<file path="src/rtl/fetch_stage.sv">
// rtl/fetch_stage.sv - MIPS instruction-fetch stage with single-outstanding imem handshake
module fetch_stage #(
  parameter int unsigned           WIDTH    = 32,
  parameter logic [WIDTH-1:0]      RESET_PC = '0
) (
  input  logic             clk,
  input  logic             rst,
  input  logic             stall_f,
  input  logic             redirect,
  input  logic [WIDTH-1:0] redirect_pc,
  output logic             imem_req,
  output logic [WIDTH-1:0] imem_addr,
  input  logic             imem_gnt,
  input  logic             imem_rvalid,
  input  logic [WIDTH-1:0] imem_rdata,
  output logic [WIDTH-1:0] instr_f,
  output logic [WIDTH-1:0] pc_plus4_f,
  output logic [WIDTH-1:0] pc_f,
  output logic             f_valid
);

  typedef enum logic [1:0] {
    S_REQ   = 2'd0,
    S_WAIT  = 2'd1,
    S_VALID = 2'd2,
    S_DRAIN = 2'd3
  } state_t;

  state_t           state, state_nxt;
  logic [WIDTH-1:0] pc_nxt;
  logic [WIDTH-1:0] instr_buf, instr_buf_nxt;
  logic             valid_nxt;
  logic [WIDTH-1:0] redirect_tgt;

  assign redirect_tgt = {redirect_pc[WIDTH-1:2], 2'b00};
  assign pc_plus4_f   = pc_f + WIDTH'(4);

  always_ff @(posedge clk) begin
    if (rst) begin
      state     <= S_REQ;
      pc_f      <= RESET_PC;
      instr_buf <= '0;
      f_valid   <= 1'b0;
    end else begin
      state     <= state_nxt;
      pc_f      <= pc_nxt;
      instr_buf <= instr_buf_nxt;
      f_valid   <= valid_nxt;
    end
  end

  // A redirect always retargets the PC; only the state transition depends on where the
  // outstanding transaction is, so a granted request is always drained before re-issuing.
  always_comb begin
    state_nxt     = state;
    pc_nxt        = pc_f;
    instr_buf_nxt = instr_buf;
    valid_nxt     = f_valid;
    if (redirect) pc_nxt = redirect_tgt;
    unique case (state)
      S_REQ: begin
        if (imem_gnt) state_nxt = redirect ? S_DRAIN : S_WAIT;
      end
      S_WAIT: begin
        if (redirect) begin
          state_nxt = imem_rvalid ? S_REQ : S_DRAIN;
        end else if (imem_rvalid) begin
          instr_buf_nxt = imem_rdata;
          valid_nxt     = 1'b1;
          state_nxt     = S_VALID;
        end
      end
      S_VALID: begin
        if (redirect) begin
          valid_nxt = 1'b0;
          state_nxt = S_REQ;
        end else if (!stall_f) begin
          pc_nxt    = pc_plus4_f;
          valid_nxt = 1'b0;
          state_nxt = S_REQ;
        end
      end
      S_DRAIN: begin
        if (imem_rvalid) state_nxt = S_REQ;
      end
      default: state_nxt = S_REQ;
    endcase
  end

  assign imem_req  = (state == S_REQ) && !rst;
  assign imem_addr = pc_f;
  assign instr_f   = f_valid ? instr_buf : '0;

endmodule
</file>
<file path="config.mk">
export PLATFORM = sky130hd
export DESIGN_NAME = fetch_stage
export DESIGN_NICKNAME = d
export VERILOG_FILES = /design/src/rtl/fetch_stage.sv
export SDC_FILE = /design/constraint.sdc
export NUM_CORES = 1
export LEC_CHECK = 0
export BUFFER_PORTS_ARGS = -buffer_cell sky130_fd_sc_hd__buf_2
export CORE_ASPECT_RATIO = 2
export CORE_MARGIN = 4
export CORE_UTILIZATION = 50
export DETAILED_ROUTE_END_ITERATION = 10
export GPL_TIMING_DRIVEN = 0
export PLACE_DENSITY = 0.86
export RECOVER_POWER = 50
export SLEW_MARGIN = 20
export SYNTH_ARGS = -nofsm -noshare
export SYNTH_HDL_FRONTEND = slang
export SYNTH_SLANG_ARGS = --single-unit
</file>
<file path="constraint.sdc">
create_clock -name clk -period 5.09 [get_ports clk]
set_input_delay 1.018 -clock clk [delete_from_list [all_inputs] [get_ports clk]]
set_output_delay 1.018 -clock clk [all_outputs]
set_load 0.02 [all_outputs]
</file>
Word-level counts from Yosys, hierarchy flattened

Cells that the tools add are included.

Flip-flop bits (word level): 67
Bits of input ports: 70
Word-level logic and storage cells: 41

$add $sub $neg: 1
Equality and inequality tests: 9
Multiplexer cells: 19
Bitwise operators: 1
Reduce and logical (&&, ||, !) cells: 7

Operator list:

| operator                                      | count |
|---|---|
| 2-to-1 mux 32 bit                             | 5 |
| adder 32 x 3 -> 32 bit, second input constant | 1 |
| 2-to-1 mux 2 bit                              | 8 |
| inequality test 2 bit, second input constant  | 4 |
| case mux 2 bit (4 select lines)               | 1 |
| AND reduction 4 bit                           | 2 |
| inequality test 3 bit, second input constant  | 2 |
| == test 2 bit, second input constant          | 2 |
| 2-to-1 mux 1 bit                              | 4 |
| AND reduction 3 bit                           | 1 |
| == test 2 x 1 -> 1 bit, second input constant | 1 |
| zero test 2 bit                               | 1 |
| case mux 1 bit (2 select lines)               | 1 |
| nonzero test 2 bit                            | 1 |
| logical AND 1 bit                             | 1 |
| zero test 1 bit                               | 1 |
| inverter 1 bit                                | 1 |

Logic depth before layout (Yosys ltp)

Gate-level depths: netlist (run 1).

Depth in word-level cells: 4
Mapped depth: 8

Worst setup path before layout (run 1)

Ideal clock, no wire load.

Path type: register to output
Start point: register pc_f[9] (netlist: imem_addr[9])
End point: output port pc_plus4_f[30]
Data arrival time: 2,012 ps
Data required time: 4,072 ps
Slack: 2,060 ps
Stages on the path, launching flop included: 9
Cells stage by stage: dfxtp_1 buf_4 and4_1 buf_4 nand4_4 or2_1 buf_6 nor3_4 xor2_1

Cells in the longest elaborated chain, start to end: 1

Ends and longest elaborated chain:

| what                   | line | text |
|---|---|---|
| from (decl)            | 18   | `output logic [WIDTH-1:0] pc_f,` |
| from (signal assigned) | 46   | `pc_f <= pc_nxt;` |
| adder 32 x 3 -> 32 bit | 36   | `assign pc_plus4_f = pc_f + WIDTH'(4);` |
| to (decl)              | 17   | `output logic [WIDTH-1:0] pc_plus4_f,` |

Every way passes these cells.

Worst setup path in the final report (run 1)

Start point: register pc_f[15] (netlist: imem_addr[15])
End point: output port pc_plus4_f[30]

The elaborated chain is that of the path after synthesis.

==> summary.md, run 1 <==
| Metric | Value |
|---|---|
| Fin crit share | 0.660 |
| Post-Route Skew | 0.00634 ns |
| Slew @ Worst Pin | 0.695 ns |
| Residual DRC count | 0 |
| Site Rows | 46 |
| Register area share after synthesis | 0.333 |
| Most frequent cells after synthesis | nand2_1, dfxtp_1, a21oi_1 |
| Max Cap Viol | 0 |
| Synth cell types | 41 |
| Die H | 135 um |
| Cell with the most instances after synthesis | nand2_1 |
| Internal cell power | 1080 uW |
| Predominant post-synthesis flop cell | dfxtp_1 |
| Share of the synthesized area in the top cell type | 0.333 |
| Post-CTS resize count | 0 |
| CTS tree | built |
| Top post-synthesis cells by area | dfxtp_1, nand2_1, a21oi_1 |
| First-pass DRT Iterations | 4 |
| Drt wl/cell | 14.6 um |
| Crit path time final | 3.36 ns |
| Fraction of final layout cells sized beyond drive strength 1 | 0.285 |
| HPWL after detailed placement | 9640 um |
| Hold path depth | 2 |
| Setup TNS Final | 0 ns |
| HP Class | reg2reg |
| DRT iter0 DRCs | 159 |
| Antenna viol nets, final | 0 |
| Clock share of power | 0.447 |
| Worst EP required | 4.07 ns |
| Syn nets | 591 |
| Initial Utilization | 0.510 |
| Clock Tree Root | clkbuf_16 |
| Routed vias/inst | 5.12 |
| Maximum clock frequency | 298 MHz |
| Endpoints failing hold | 0 |
| H-tree lvl count | 3 |
| Yosys Warn Count | 0 |
| Clock latency on the worst-skew pair | 0.33 ns |
| Status | completed |
| I/O pin cnt | 200 |
| Asr flop ratio synth | 0 |
| Reg power frac | 0.381 |
| Clk slew on worst S/H paths | 0.06 ns |
| Global Route Usage Sum | 0.250 |
| FF-to-FF Start | state[0] |
| Final Setup Violations | 0 |
| Register bit total from synthesis | 67 |
| Mapped cell area | 0.00402 mm^2 |
| Sw Share | 0.287 |
| Clock tree sinks | 67 |
| Leading area contributor after synthesis | dfxtp_1 |
| Critical path launch point | imem_addr[15] |
| Lkg Pwr | 0.00256 uW |
| # fillers | 683 |
| Syn avg cell area | 7.74 um^2 |
| Tot Pwr | 1520 uW |
| Overflow after GRT | 0 |
| GP Congestion | 0.859 |
| Synth-to-Final Area Change | 33.4% |
| Syn Inst Count | 520 |
| # diodes | 0 |
| Core ar. | 0.00789 mm^2 |
| Comb pwr share | 0.171 |
| Largest net degree at the start of global routing | 14 |
| Die X | 71.4 um |
| CTS buffer count | 9 |
| WS Path Type | reg2out |
| Startpoint class of the critical path | flip-flop |
| Antenna violations before repair | 0 |
| Die Footprint | 0.00963 mm^2 |
| Routed WL | 12100 um |
| Peak supply drop | 0.350 mV |
| Critical path endpoint category | output port |
| Final slew viol count | 0 |
| IO buf count | 197 |
| RSZ-0062 raised after global routing | no |
| Rel. slew slack | 0.536 |
| Sw Pwr | 435 uW |
| Worst EP arrival | 2.34 ns |
| First-pass GRT wire length | 19500 um |
| Vias in the first global route | 4266 |
| Hold wc startpoint | instr_buf[1] |
| PwrDens | 283 mW/mm^2 |
| Number of synthesized flops with an enable pin | 0 |
| Routed via count | 4244 |
| Cts-stage hold buffer count | 0 |
| Maximum root-to-sink buffer count | 2 |
| R2R cell count | 8 |
| Final #Nets | 799 |
| Maximum fanout along the worst path | 7 |
| Post-CTS Setup Inserts | 0 |
worst paths after layout:
check	to	slack (ns)
min	instr_buf[1]	0.45
max reg2reg	imem_addr[13]	2.63
max	pc_plus4_f[30]	1.73
min reg2reg	instr_buf[1]	0.45
power by group through the flow:
| stage | Sequential [uW] | Combinational [uW] | Clock [uW] |
|---|---|---|---|
| final | 579 | 260 | 680 |
| after global routing | 583 | 283 | 707 |
| after CTS | 578 | 269 | 686 |
| after detailed placement | 589 | 268 | 0 |
| after global placement | 588 | 262 | 0 |
| after floorplan | 602 | 154 | 0 |
cell usage in the layout (no fill, tap or decap), drive strengths merged, types with 3 or more instances in the layout:
master / n
and2: 39
a21oi: 57
mux2i: 7
clkinvlp: 3
o21ai: 4
nor3: 13
dfxtp: 67
nor2: 22
and4: 5
clkbuf: 108
nor4: 4
and3: 3
buf: 167
nand2: 90
o21a: 19
inv: 25
xnor2: 25
xor2: 30
nand3: 14
nand4: 10
and4bb: 3
critical path: stages (launching register included):
cell and delay [ns]:
dfxtp_1 0.35, buf_2 0.20, and4_2 0.34, nand4_4 0.17
or2_1 0.29, buf_6 0.14, nor3_4 0.18, xor2_1 0.16
buf_2 0.18
metal layers:
metal / vias up / track usage / wire (um)
met4: 0 / 0.119 / 435
met2: 161 / 0.471 / 6580
met1: 1971 / 0.243 / 4190
li1: 2078 / - / -
met5: - / 0 / 0
met3: 34 / 0.0678 / 876
cells by family after synthesis:
logic type / share of synthesized area
and+or+nand+nor: 0.284
buffers and inverters: 0.126
AOI/OAI and AO/OA: 0.117
DFF: 0.333
xor gates and xnor gates: 0.120
muxes: 0.0174
adders and majority gates: 0.00311
flip-flops by register name (all words and copies together), names as in the netlist:
register	count
instr_buf	32
imem_addr	32
f_valid	1
state	2
area by class of cell:
cell class,instances,area [um^2],area share
Multi-Input combinational cell,361,2160,0.403
Clock inverter,7,100,0.0186
Inverter,23,86.3,0.0161
Tap cell,96,120,0.0224
Clock buffer,9,225,0.0420
Buffer,69,415,0.0774
Timing Repair Buffer,197,915,0.170
Sequential cell,67,1340,0.250
through the flow:
stage | hold slack, ns | instance area [um^2] | instances | util | worst slack, ns
finish | 0.449 | 5370 | 829 | 0.681 | 1.73
global route | 0.471 | 5370 | 829 | 0.681 | 1.57
CTS | 0.450 | 5460 | 829 | 0.692 | 1.72
detailed placement | 0.442 | 5130 | 813 | 0.651 | 2.08
global placement | 0.438 | 5130 | 813 | 0.651 | 2.14
floorplan | 0.432 | 4020 | 520 | - | 2.06
Power figures use the tool's default switching activity.
==> run 2: changes to the inputs <==
CORE_UTILIZATION = 47   (was 50)
PLACE_DENSITY = 0.82   (was 0.86)
clock period = 3.1 ns   (was 5.09 ns; I/O delays follow)
==> run 2 against run 1 <==
- critical path depth did not move
- die area rose by 5.8%
- global-route usage fell by 0.80 points
- routed wire length rose by 3.3%
==> summary.md, run 2 (synthesis results as in run 1) <==
| Metric | Value |
|---|---|
| Status | completed |
| Most frequent cells in the layout | buf_2, nand2_1, clkbuf_1, dfxtp_1, a21oi_1 |
| Routed vias/inst | 5.13 (+0.18%) |
| Hold WS | 0.454 ns (+0.00539 ns) |
| Die X | 73.4 um (+2.8%) |
| Antenna violations before repair | 0 (unchanged) |
| Overflow after GRT | 0 (unchanged) |
| Maximum clock frequency | 344 MHz |
| Fin crit share | 0.938 |
| Largest net degree at the start of global routing | 15 (+1) |
| Die Footprint | 0.0102 mm^2 (+5.8%) |
| Synth-to-Final Area Change | 32.8% |
| Post-CTS resize count | 0 (unchanged) |
| HP Class | reg2reg |
| Critical path, cell by cell | buf_2, and4_2, nand4_4, or2_1, buf_6, nor3_4, xor2_1, buf_2 |
| H-tree lvl count | 3 (unchanged) |
| GP Congestion | 0.809 (-5.8%) |
| Post-CTS Setup Inserts | 0 (unchanged) |
| Slowest stage delay, CP | 0.35 ns (about the same) |
| HPWL after detailed placement | 9910 um (+2.8%) |
| Crit path depth | 8 (unchanged) |
| Critical path endpoint category | output port |
| Endpoints failing hold | 0 (unchanged) |
| Global Route Usage Sum | 0.242 (-0.00804) |
| Clock latency on the worst-skew pair | 0.33 ns (about the same) |
| Cell family with most CP delay | simple AND/OR/NAND/NOR gates |
| PwrDens | 440 mW/mm^2 (+55%) |
| Pre-CTS worst setup slack | 0.536 ns (-1.55 ns) |
| Worst EP arrival | 2.29 ns (-0.05 ns) |
| CTS buffer count | 9 (unchanged) |
| Clock share of power | 0.413 (-0.034) |
| # diodes | 0 (unchanged) |
| Sw Pwr | 728 uW (+67%) |
| Commonest non-fill, non-tap cell in the layout | buf_2 |
| IO buf count | 197 (unchanged) |
| Fraction of final layout cells sized beyond drive strength 1 | 0.289 (+0.00409) |
| Maximum fanout along the worst path | 7 (unchanged) |
| Post-Route Skew | 0.00792 ns (+0.00158 ns) |
| Internal cell power | 1620 uW (+50%) |
| Post-route worst setup slack | 0.192 ns (-1.54 ns) |
| Rel. slew slack | 0.540 (+0.00413) |
| Initial Utilization | 0.485 (-0.0250) |
| Residual DRC count | 0 (unchanged) |
| RSZ-0062 raised after global routing | no |
| Clk slew on worst S/H paths | 0.06 ns (about the same) |
| CTS tree | built |
| Final Setup Violations | 0 (unchanged) |
| Critical-path top delay cell | dfxtp_1 |
| First-pass DRT Iterations | 4 (unchanged) |
| Clock Tree Root | clkbuf_16 |
| Antenna viol nets, final | 0 (unchanged) |
| Peak supply drop | 0.332 mV (-5.0%) |
| Buf/Inv on CP | 3 (unchanged) |
| # fillers | 795 (+16%) |
| WS Path Type | reg2out |
| Lkg Pwr | 0.00254 uW (-0.57%) |
| I/O pin cnt | 200 (unchanged) |
| Most used cell along the critical path | buf_2 |
| Drt wl/cell | 15.0 um (+3.0%) |
| Startpoint class of the critical path | flip-flop |
| First-pass GRT wire length | 19500 um (+0.21%) |
| R2R cell count | 8 (unchanged) |
| Comb pwr share | 0.183 (+0.012) |
| Final slew viol count | 0 (unchanged) |
| Worst EP required | 2.48 ns (-1.59 ns) |
| Die H | 139 um (+3.0%) |
| Tot Pwr | 2350 uW (+55%) |
| Final #Nets | 799 (unchanged) |
| Sw Share | 0.310 (+0.0232) |
| DRT iter0 DRCs | 193 (+21%) |
| Hold path depth | 2 (unchanged) |
| Slew @ Worst Pin | 0.689 ns (-0.00617 ns) |
| Routed via count | 4262 (+0.42%) |
| Max Cap Viol | 0 (unchanged) |
| Crit path time final | 2.91 ns |
| Clock tree sinks | 67 (unchanged) |
| Core ar. | 0.00829 mm^2 (+5.2%) |
| Vias in the first global route | 4289 (+0.54%) |
| Site Rows | 47 (+2.2%) |
| Setup TNS Final | 0 ns (unchanged) |
| Maximum root-to-sink buffer count | 2 (unchanged) |
| Reg power frac | 0.405 (+0.024) |
| Routed WL | 12500 um (+3.3%) |
| Cts-stage hold buffer count | 0 (unchanged) |
[run 2: changes by cell type in the layout (fill, tap and decap cells not counted), sizes merged]
cell,delta
buf,+2
bufinv,-2
clkbuf,-2
clkinvlp,-1
clkinv,+2
inv,+1
[run 2: stage by stage]
| step | std cells | utilization | instance area [um^2] |
|---|---|---|---|
| detailed placement | 815 | 0.619 | 5130 |
| CTS | 831 | 0.653 | 5420 |
| global placement | 815 | 0.619 | 5130 |
| floorplan | 520 | - | 4020 |
| global route | 831 | 0.644 | 5340 |
| finish | 831 | 0.644 | 5340 |
[run 2: routing by layer]
metal | GRT usage | routed length, um
met1 | 0.228 | 4200
met2 | 0.454 | 6840
met3 | 0.0610 | 927
met4 | 0.125 | 512
met5 | 0 | 0
[run 2: cell type report]
class,count,area [um^2],share of cell area
tap,98,123,0.0230
clock inverter,7,58.8,0.0110
multi-input combinational,361,2180,0.407
clock buffer,9,225,0.0422
inverter,23,86.3,0.0162
timing repair buffer,197,915,0.171
sequential,67,1340,0.251
buffer,69,417,0.0780
[run 2: power by group through the flow]
| stage | sequential (uW) | clock (uW) | combinational (uW) |
|---|---|---|---|
| finish | 951 | 970 | 429 |
| global placement | 966 | 0 | 433 |
| detailed placement | 968 | 0 | 442 |
| CTS | 949 | 977 | 444 |
| global route | 956 | 1020 | 463 |
| floorplan | 989 | 0 | 253 |
[run 2: tightest hold or removal path: cells and delay by family (launching register included)]
kind | cells | cell delay (ns)
and+or+nand+nor | 1 | 0.05
AOI/OAI and AO/OA | 1 | 0.05
DFF | 1 | 0.31
[run 2: path summary, 6_finish.rpt]
path	startpoint	endpoint	slack [ns]
setup / recovery	imem_addr[15]	pc_plus4_f[30]	0.19
hold / removal	instr_buf[2]	instr_buf[2]	0.45
setup reg to reg	state[0]	imem_addr[13]	0.69
hold reg to reg	instr_buf[2]	instr_buf[2]	0.45
==> run 3: changes to the inputs <==
ABC_AREA = 1   (was unset)
BUFFER_PORTS_ARGS = -buffer_cell sky130_fd_sc_hd__buf_4   (was -buffer_cell sky130_fd_sc_hd__buf_2)
PLACE_DENSITY = 0.81   (was 0.82)
==> run 3 against run 2 <==
- global-route usage grew 6.2 points
- final area rose by 13%
- sequential share of layout area decreased by 2.9 points
- synthesized cell count up 35%
- clock-buffer cell count stayed put
- power is 31% higher
- highest routed layer unchanged
==> summary.md, run 3 <==
| Metric | Value |
|---|---|
| Status | completed |
| Max Cap Viol | 0 (unchanged) |
| Pre-CTS worst setup slack | 0.760 ns (+0.224 ns) |
| Finished Cell Area | 0.00604 mm^2 (+13%) |
| CTS buffer count | 9 (unchanged) |
| Register area share after synthesis | 0.316 (-0.0170) |
| Clock latency on the worst-skew pair | 0.33 ns (about the same) |
| Largest family of logic cells by synthesized area | simple AND/OR/NAND/NOR gates |
| Routed via count | 5192 (+22%) |
| Post-Place Cell Area | 0.00584 mm^2 (+14%) |
| IO buf count | 196 (-0.51%) |
| CTS tree | built |
| Overflow after GRT | 0 (unchanged) |
| Leading area contributor after synthesis | dfxtp_1 |
| Final #Nets | 978 (+22%) |
| Most frequent cells after synthesis | nand2_1, nor2_1, inv_1 |
| Grt met3 use | 0.0658 (+0.00481) |
| Largest net degree at the start of global routing | 13 (-2) |
| Routed WL | 16300 um (+30%) |
| Synth-to-Final Area Change | 42.5% |
| Setup TNS Final | 0 ns (unchanged) |
| Antenna violations before repair | 0 (unchanged) |
| I/O pin cnt | 200 (unchanged) |
| Critical path endpoint category | output port |
| Share of the synthesized area in the top cell type | 0.316 (-0.0170) |
| Clock Tree Root | clkbuf_16 |
| Commonest non-fill, non-tap cell in the layout | buf_4 |
| Synth Area in Compound Gates | 0.138 (+0.0215) |
| Global Route Usage Sum | 0.304 (+0.0616) |
| Simple-gate share of the synthesized area | 0.350 (+0.0661) |
| Crit path time final | 2.68 ns (-0.229 ns) |
| Rel. slew slack | 0.524 (-0.0158) |
| Drt wl/cell | 16.1 um (+7.2%) |
| Register bit total from synthesis | 67 (unchanged) |
| Met1 Use GR | 0.279 (+0.0513) |
| Critical path, cell by cell | ha_1, nand3_2, inv_2, nand2_1, xnor2_1, buf_4 |
| Most frequent cells in the layout | buf_4, nand2_1, nor2_1, inv_1, dfxtp_1 |
| Syn nets | 771 (+30%) |
| Die Footprint | 0.0107 mm^2 (+4.9%) |
| DRT iter0 DRCs | 264 (+37%) |
| Maximum root-to-sink buffer count | 2 (unchanged) |
| Synth Area in Adders | 0.00295 (-0.000159) |
| Post-Route Skew | 0.00815 ns (+0.000239 ns) |
| Startpoint class of the critical path | flip-flop |
| Residual DRC count | 0 (unchanged) |
| Die X | 75.2 um (+2.4%) |
| Yosys Warn Count | 0 (unchanged) |
| Fin crit share | 0.864 (-0.0738) |
| Core ar. | 0.00871 mm^2 (+5.0%) |
| Slowest stage delay, CP | 0.48 ns (+0.13 ns) |
| H-tree lvl count | 3 (unchanged) |
| Clock tree sinks | 67 (unchanged) |
| Routed vias/inst | 5.14 (+0.13%) |
| Initial Utilization | 0.487 (+0.00164) |
| Post-CTS Setup Inserts | 0 (unchanged) |
| HPWL after detailed placement | 13100 um (+32%) |
| Mux contribution to synthesized area | 0 (-0.0174) |
| Maximum fanout along the worst path | 7 (unchanged) |
| Cts-stage hold buffer count | 0 (unchanged) |
| Syn Inst Count | 700 (+35%) |
| Met2 Use GR | 0.582 (+0.127) |
| Post-Synth XOR/XNOR Area | 0.0145 (-0.105) |
| Post-CTS resize count | 0 (unchanged) |
| First-pass DRT Iterations | 5 (+1) |
| HP Class | reg2reg |
| Syn avg cell area | 6.06 um^2 (-22%) |
| Worst EP arrival | 2.06 ns (-0.23 ns) |
| Peak supply drop | 0.307 mV (-7.5%) |
| Die H | 142 um (+2.5%) |
| WS Path Type | reg2out |
| Top post-synthesis cells by area | dfxtp_1, nand2_1, nor2_1 |
| First-pass GRT wire length | 24600 um (+26%) |
| GP Congestion | 1.04 (+29%) |
| Slew @ Worst Pin | 0.714 ns (+0.0251 ns) |
| Site Rows | 48 (+2.1%) |
| Predominant post-synthesis flop cell | dfxtp_1 |
| Vias in the first global route | 5214 (+22%) |
| Clk slew on worst S/H paths | 0.06 ns (about the same) |
| Endpoints failing hold | 0 (unchanged) |
| Mapped cell area | 0.00424 mm^2 (+5.4%) |
| Critical-path top delay cell | dfxtp_1 |
| # fillers | 834 (+4.9%) |
| Final slew viol count | 0 (unchanged) |
| Post-route worst setup slack | 0.421 ns (+0.229 ns) |
| Synth cell types | 31 (-24%) |
| Number of synthesized flops with an enable pin | 0 (unchanged) |
| Cell with the most instances after synthesis | nand2_1 |
| PwrDens | 510 mW/mm^2 (+16%) |
| # diodes | 0 (unchanged) |
| Maximum clock frequency | 373 MHz (+8.5%) |
| RSZ-0062 raised after global routing | no |
| Final Setup Violations | 0 (unchanged) |
| Antenna viol nets, final | 0 (unchanged) |
| Asr flop ratio synth | 0 (unchanged) |
| GRT busiest layer | met2 |
| Worst EP required | 2.48 ns (about the same) |
| Lkg Pwr | 0.00318 uW (+25%) |
| Fraction of final layout cells sized beyond drive strength 1 | 0.267 (-0.0225) |
==> run 3: changes by cell type after synthesis, moves of 6 or more <==
cell and change:
nor2_1 +95, nand2_1 +82, inv_1 +68, o21ai_0 +48
and2_1 -38, xor2_1 -26, nand3_1 +22, xnor2_1 -22
o21a_1 -19, nor3_1 -11, a21oi_1 -8, o21ai_1 +8
mux2i_1 -7, nor2_2 +6
==> run 3: stage by stage <==
| step | total power [uW] | std cells | hold slack [ns] | util |
|---|---|---|---|---|
| CTS | 3130 | 1011 | 0.485 | 0.709 |
| global route | 3220 | 1011 | 0.507 | 0.694 |
| floorplan | 1560 | 700 | 0.454 | - |
| detailed placement | 1940 | 996 | 0.473 | 0.670 |
| finish | 3080 | 1011 | 0.482 | 0.694 |
| global placement | 1920 | 996 | 0.463 | 0.670 |
==> run 3: worst max-delay path, delay by kind of cell (launching register included) <==
kind	cells	cell delay, ns
and+or+nand+nor	2	0.35
xor gates and xnor gates	1	0.29
DFF	1	0.48
adders and majority gates	1	0.26
buffers and inverters	2	0.34
==> run 3: logic make-up after synthesis <==
group | after synthesis
and+or+nand+nor | 350
buffers and inverters | 161
AOI/OAI and AO/OA | 114
DFF | 67
xor gates and xnor gates | 7
adders and majority gates | 1
==> run 3: path summary, 6_finish.rpt <==
path	start	to	slack, ns	cells after the start
max reg2reg	state[1]	imem_addr[29]	0.93	9
max	imem_addr[2]	pc_plus4_f[10]	0.42	6
min reg2reg	instr_buf[19]	instr_buf[19]	0.48	2
min	instr_buf[19]	instr_buf[19]	0.48	2
==> run 3: power breakdown <==
group	switching, uW	internal (uW)	total, uW
clock network	408	784	1190
registers	99.7	949	1050
logic	502	341	843
total	1010	2070	3080
==> run 3: final cells by class <==
class                      count  area [um^2]  area share
multi-input combinational    472         2140       0.354
timing repair buffer         196         1360       0.224
sequential                    67         1340       0.222
buffer                        64          374      0.0619
inverter                      97          365      0.0605
clock buffer                   9          225      0.0373
tap                          100          125      0.0207
clock inverter                 6          115      0.0191
==> run 3: routing by layer <==
layer	vias up	share of wire
met2	250	0.55
met3	63	0.077
met5	-	0
met4	0	0.052
li1	2543	-
met1	2336	0.32
